**src/rtl/state_serial_ctrl.sv**
```systemverilog
// state_serial_ctrl: sequencer for the byte-serial Skinny round datapath.
// Runs ENC (ROUNDS rounds of SB/SR/MC), ABSORB, ABSORB_DEC and ZERO.
// Optional macro SCTL_HOLD_EN adds a 'hold' input that freezes ENC in place.
//
// state  | meaning
// -------+--------------------------------------------------------------
// IDLE   | waiting for start; en=0, busy=0 (except on the done cycle)
// ZERO   | 16 shifts loading zeros into the state
// ABS    | absorbing 16 pdi bytes, one per din_valid cycle (dec for DEC)
// SB     | 16 cycles of SubCells/AddConstant/AddRoundTweakey, all rows
// SR     | 3 cycles of ShiftRows via partial row enables 7,3,1
// MC     | 4 cycles of MixColumns
module state_serial_ctrl #(
  parameter int ROUNDS = 40
) (
  input  logic       clk,
  input  logic       rst_n,
  input  logic       start,
  input  logic [1:0] op,
  input  logic       din_valid,
`ifdef SCTL_HOLD_EN
  input  logic       hold,
`endif
  output logic       din_ready,
  output logic [3:0] en,
  output logic       chain,
  output logic       mxc,
  output logic       mode,
  output logic       st_rst,
  output logic       dec,
  output logic [7:0] con,
  output logic       tk_row,
  output logic [5:0] rnd,
  output logic       busy,
  output logic       done
);

  typedef enum logic [2:0] {
    S_IDLE, S_ZERO, S_ABS, S_SB, S_SR, S_MC
  } state_t;

  localparam logic [5:0] RND_LAST = 6'(ROUNDS - 1);

  state_t     state;
  logic [4:0] cnt;
  logic [5:0] rc;
  logic       dec_q;
  logic       hold_i;

`ifdef SCTL_HOLD_EN
  assign hold_i = hold;
`else
  assign hold_i = 1'b0;
`endif

  // Phase sequencing, counters, round constant LFSR and the done pulse.
  always_ff @(posedge clk) begin
    if (!rst_n) begin
      state <= S_IDLE;
      cnt   <= 5'd0;
      rc    <= 6'h01;
      rnd   <= 6'd0;
      dec_q <= 1'b0;
      done  <= 1'b0;
    end else begin
      done <= 1'b0;
      case (state)
        S_IDLE: begin
          if (start) begin
            cnt   <= 5'd0;
            dec_q <= (op == 2'b10);
            case (op)
              2'b00:   state <= S_SB;
              2'b01:   state <= S_ABS;
              2'b10:   state <= S_ABS;
              default: state <= S_ZERO;
            endcase
          end
        end
        S_ZERO: begin
          if (cnt == 5'd15) begin
            cnt   <= 5'd0;
            state <= S_IDLE;
            done  <= 1'b1;
          end else begin
            cnt <= cnt + 5'd1;
          end
        end
        S_ABS: begin
          if (din_valid) begin
            if (cnt == 5'd15) begin
              cnt   <= 5'd0;
              state <= S_IDLE;
              done  <= 1'b1;
            end else begin
              cnt <= cnt + 5'd1;
            end
          end
        end
        S_SB: begin
          if (!hold_i) begin
            if (cnt == 5'd15) begin
              cnt   <= 5'd0;
              state <= S_SR;
            end else begin
              cnt <= cnt + 5'd1;
            end
          end
        end
        S_SR: begin
          if (!hold_i) begin
            if (cnt == 5'd2) begin
              cnt   <= 5'd0;
              state <= S_MC;
            end else begin
              cnt <= cnt + 5'd1;
            end
          end
        end
        S_MC: begin
          if (!hold_i) begin
            if (cnt == 5'd3) begin
              cnt <= 5'd0;
              if (rnd == RND_LAST) begin
                state <= S_IDLE;
                done  <= 1'b1;
                rc    <= 6'h01;
                rnd   <= 6'd0;
              end else begin
                state <= S_SB;
                rc    <= {rc[4:0], rc[5] ^ rc[4] ^ 1'b1};
                rnd   <= rnd + 6'd1;
              end
            end else begin
              cnt <= cnt + 5'd1;
            end
          end
        end
        default: state <= S_IDLE;
      endcase
    end
  end

  // Datapath selects decoded from the current phase; en is gated by
  // din_valid in ABS and by hold in the ENC phases within the same cycle.
  always_comb begin
    en        = 4'h0;
    chain     = 1'b1;
    mxc       = 1'b0;
    mode      = 1'b0;
    st_rst    = 1'b0;
    dec       = 1'b0;
    con       = 8'h00;
    tk_row    = 1'b0;
    din_ready = 1'b0;
    busy      = (state != S_IDLE) || done;
    case (state)
      S_ZERO: begin
        en     = 4'hF;
        mode   = 1'b1;
        st_rst = 1'b1;
      end
      S_ABS: begin
        din_ready = 1'b1;
        mode      = 1'b1;
        dec       = dec_q;
        en        = din_valid ? 4'hF : 4'h0;
      end
      S_SB: begin
        if (!hold_i) begin
          en     = 4'hF;
          tk_row = (cnt < 5'd8);
          case (cnt)
            5'd0:    con = {4'h0, rc[3:0]};
            5'd4:    con = {6'h0, rc[5:4]};
            5'd8:    con = 8'h02;
            default: con = 8'h00;
          endcase
        end
      end
      S_SR: begin
        chain = 1'b0;
        if (!hold_i) begin
          case (cnt)
            5'd0:    en = 4'b0111;
            5'd1:    en = 4'b0011;
            default: en = 4'b0001;
          endcase
        end
      end
      S_MC: begin
        chain = 1'b0;
        mxc   = 1'b1;
        if (!hold_i) en = 4'hF;
      end
      default: ;
    endcase
  end

endmodule
```
**config.mk**
```make
export PLATFORM = sky130hd
export DESIGN_NAME = state_serial_ctrl
export DESIGN_NICKNAME = d
export VERILOG_FILES = /design/src/rtl/state_serial_ctrl.sv
export SDC_FILE = /design/constraint.sdc
export NUM_CORES = 1
export LEC_CHECK = 0
export CORE_MARGIN = 8
export CORE_UTILIZATION = 50
export CTS_CLUSTER_DIAMETER = 200
export DETAILED_ROUTE_END_ITERATION = 12
export PLACE_DENSITY = 0.76
export RECOVER_POWER = 25
export SLEW_MARGIN = 30
export SYNTH_ARGS = -nofsm -noshare
export SYNTH_HDL_FRONTEND = slang
export SYNTH_SLANG_ARGS = --single-unit
```
**constraint.sdc**
```tcl
create_clock -name clk -period 2.6 [get_ports clk]
set_input_delay 0.39 -clock clk [delete_from_list [all_inputs] [get_ports clk]]
set_output_delay 0.39 -clock clk [all_outputs]
set_load 0.01 [all_outputs]
```
* After elaboration in Yosys (flattened, before gate mapping) *
Index checks and enable logic that the tools add are counted.
W data, S select, Z words.

word-level totals
  memory bits (read-only) = 0
  RAM bits = 0
  bits of input ports = 6
  memories = 0
  register bits after elaboration = 22
  bits in latches = 0

cells by class
  equal/unequal tests = 19
  bitwise gates (word level) = 2
  shift operators = 0
  multiply operators = 0
  magnitude comparators = 1
  multiplexer cells = 34
  $add $sub $neg = 2
  divide/modulo/power cells = 0
  reduce and logical (&&, ||, !) cells = 15

operators with widths
  cell                   number
  $mux W5                5
  $pmux W5 S5            1
  $pmux W4 S3            2
  $mux W3                6
  $pmux W3 S6            1
  $mux W6                2
  $mux W1                11
  $eq A5 B2 Y1 const B   2
  $eq A5 B4 Y1 const B   2
  $ne A2 B2 Y1 const B   5
  $mux W4                2
  $reduce_or A2 Y1       4
  $add A6 B1 Y6 const B  1
  $eq A3 B2 Y1 const B   2
  $eq A3 B3 Y1 const B   2
  $eq A6 B6 Y1 const B   1
  $pmux W3 S2            1
  $add A5 B1 Y5 const B  1
  $eq A5 B1 Y1 const B   1
  $eq A5 B3 Y1 const B   1
  $logic_not A5 Y1       1
  $lt A5 B4 Y1 const B   1
  $reduce_and A5 Y1      1
  $reduce_bool A5 Y1     1
  15 further kinds       16

* Logic depth before layout (Yosys ltp) *
  depth after elaboration = 5
  depth in mapped cells = 7
  gate-level depth less buffers = 7

* Worst setup path before layout *
No wires, ideal clock.

  path type = register -> output
  from = reg state[0]
  to = out con[1]
  arrival time = 1567 ps
  cell stages (with the launch flop) = 5
  setup slack = 643 ps
  data required time = 2210 ps
  buffers on the path = 2
  path through = dfxtp_1 -> clkbuf_1 -> clkbuf_1 -> nand3_1 -> a2111oi_0

between the ends
  longest elaborated chain between the ends = 2

RTL lines
  item                    RTL line  text
  start, declared         44        state_t state;
  start signal, assigned  59        state <= S_IDLE;
  start signal, assigned  73        2'b00: state <= S_SB;
  start signal, assigned  74        2'b01: state <= S_ABS;
  $eq A3 B2 Y1            157       case (state)
  $mux W4                 157
  end, declared           31        output logic [7:0] con,

Every way passes these cells.

* Final worst setup path *
  from = reg state[0]
  to = out mode

between the ends
  longest elaborated chain between the ends = 3
  elaborated cells between the ends (all ways) = 4
  classes of those cells = eq/ne: 2; mux: 1; reduce/logical: 1

RTL lines
  item                                                 RTL line  text
  $eq A3 B2 Y1 / $eq A3 B1 Y1 (equally long branches)  157
  $reduce_or A2 Y1 (no source line) (*)                --
  $mux W1 (*)                                          157
  end, declared                                        28        output logic mode,

Mark *: on every way between the ends. The rest lies on a longest branch, timed or not.

==> out/metrics.yaml <==
maxCapViolations: 0
finClkSkew_ns: 0.005672
ios: 33
drc_errors: 0
finalSetupTns_ns: 0
clkSinkCount: 22
yosysTopAreaCell: "dfxtp_1"
clock_latency_ns: 0.33
timing.final.ws_setup_ns: 0.1824
critPathMaxFanout: 10
synth_simple_gate_area_frac: 0.3092
holdCritStartpoint: "rnd[1]"
rows: 20
rsz0062_at_grt: "no"
dp_cells: 238
switchingPower_w: 0.0004517
wire_per_inst_um: 15.07
io_buffer_count: 28
place_area_um2: 1780
drive_above_1_share: 0.08612
critPathKind: "register to output port"
routabilityCongestion: 0.8562
post_cts_resized: 1
yosys.area_share.adder: 0.06723
ir_drop_uv: 434.5
final_cell_mix: "dfxtp_1 (20), clkdlybuf4s50_1 (20), nor2b_1 (13), nand2_1 (13), nor2_1 (11)"
ys_top_cells_by_area: "dfxtp_1 (30%), ha_1 (6.7%), nor2b_1 (5.9%)"
ys_seq_area_frac: 0.2958
slowest_stage: "clkdlybuf4s50_1"
core_region_area_um2: 2953
crit_path_end_kind: "output port"
fill_cells: 271
syn-cell-area_um2: 1489
swShare: 0.3590
synthDistinctLibCells: 46
seqPwrFrac: 0.314
ff2ff_path_depth: 5
die_x_um: 70.57
final_cells: 242
grt-ovfl-total: 0
wl_um: 3647
r2r-start: "cnt[0]"
drv_slew: 0
grt_pass1_wl_um: 6120
avgSynthCellArea_um2: 8.048
synthToLayoutAreaGrowth_pct: 23.78
critPathArrivalTime_ns: 2.03
antenna_found_initial: 0
outcome: "completed"
start_util: 0.5042
period_minus_slack_ns: 2.418
clockBufferDepth: 2
synth-xor-area-share: 0.03529
htree_levels: 1
place_hpwl_um: 2737
hold_class: "register to register"
hold_viol: 0
drtIter0Drc: 114
vias: 1393
vias_per_cell: 5.756
power_density_nw_per_um2: 682.8
synth-seq-cells: 22
ctsHoldBuffers: 0
first_pass_iters: 4
synth_top_family_by_area: "simple AND/OR/NAND/NOR gates"
max_stage_delay_ns: 0.53
cts_setup_buffers: 0
clockPowerShare: 0.219
die_h_um: 70.57
place_ws_ns: 0.2382
leakage_nw: 0.7249
whs_path_depth: 2
cp.required_ns: 2.21
timing.rr.end: "rc[0]"
ant_nets: 0
cts_tree: "built"
grt_max_degree: 20
final_min_period_over_clock_period: 0.9298
yosysWarningCount: 0
start_kind: "register"
p_comb_frac: 0.467
clkTransAtPathRegs_ns: 0.14
path_cells: "buf_4 > nor2b_1 > and2_1 > or2_1 > clkdlybuf4s50_1"
ctsRootBufferMaster: "clkbuf_4"
synth.top_cell.area_share: 0.2958
synthMuxAreaShare: 0.02017
numCtsBuffers: 3
p_int_w: 0.0008067
grt_pass1_vias: 1373
synth_compound_area_frac: 0.2017
fmax_ghz: 0.4136
power_w: 0.001258
grtUsageTotal: 0.1472
diodes: 0
hold-path-endpoint: "rnd[1]"
syn_inst: 185
reg2reg_slack_ns: 0.46
setup_viol: 0
die_area_um2: 4980
final_nets: 224
stdcell_area_um2: 1843
layer usage:
layer,vias to the layer above,global-route usage,part of all wire
li1,697,-,-
met1,666,0.1737,0.45
met2,25,0.2464,0.47
met3,5,0.03672,0.058
met4,0,0.06236,0.013
met5,-,0,0
worst max-delay path by stage:
stage,from,to,cells past startpoint
4_1_cts,state[1],en[1],5
5_1_grt,cnt[0],con[0],5
2_1_floorplan,state[0],con[1],4
3_5_place_dp,din_valid,en[1],5
6_report,state[0],mode,5
3_3_place_gp,din_valid,en[1],5
stage by stage:
step	hold WS, ns	util
finish	0.4984	0.6242
global route	0.5280	0.6242
detailed placement	0.4822	0.6030
CTS	0.5005	0.6216
floorplan	0.4587	-
global placement	0.4776	0.6030
cell type report:
| type | count | area (um^2) | area share |
|---|---|---|---|
| Clock inverter | 1 | 30.03 | 0.01629 |
| Clock buffer | 3 | 22.52 | 0.01222 |
| Inverter | 6 | 22.52 | 0.01222 |
| Timing Repair Buffer | 33 | 320.3 | 0.1738 |
| Sequential cell | 22 | 442.9 | 0.2403 |
| Multi-Input combinational cell | 144 | 963.4 | 0.5227 |
| Tap cell | 33 | 41.29 | 0.02240 |
logic make-up (layout without fill, tap and decap cells):
group / count (synthesis) / after routing
AOI/OAI and AO/OA: 41 / 41
xor gates and xnor gates: 6 / 6
DFF: 22 / 22
muxes: 3 / 3
and+or+nand+nor: 82 / 82
buffers and inverters: 22 / 43
adders and majority gates: 8 / 8
other: 1 / 4
state kept, by name (all words and copies together) (netlist names):
signal,count
rc,6
done,1
cnt,5
dec_q,1
state,3
rnd,6
synth_stat cells (all sizes together):
master / number
o32a: 1
a2111oi: 1
nand2: 13
or3: 2
or4: 1
o32ai: 1
a21boi: 4
o21ba: 1
nand2b: 5
o21ai: 4
and2: 9
o22ai: 3
clkbuf: 9
xnor2: 2
a32oi: 2
nor2: 11
ha: 8
a21oi: 8
mux2i: 3
nand3: 10
or4b: 2
a211o: 1
o211ai: 3
nand4: 2
o311a: 1
nor2b: 14
conb: 1
nor4: 1
o21bai: 2
buf: 7
nand4b: 1
a31o: 1
nand3b: 2
a31oi: 1
dfxtp: 22
o211a: 2
nor3: 6
or2: 2
xor2: 4
inv: 6
a22oi: 5
nor3b: 1
worst max-delay path: cells and delay by family, from the launching register on:
family,cells,cell delay [ns]
buf+inv,2,0.74
flops,1,0.49
simple gates,3,0.48
power by group through the flow:
stage / registers [W] / clock network (W) / logic [W]
after floorplan: 0.000376 / 0 / 0.000368
after global placement: 0.000397 / 0 / 0.000571
after detailed placement: 0.000399 / 0 / 0.000583
after CTS: 0.000390 / 0.000280 / 0.000587
after global routing: 0.000397 / 0.000296 / 0.000638
final: 0.000395 / 0.000276 / 0.000588
No activity file was read; power rests on OpenSTA's default activity.
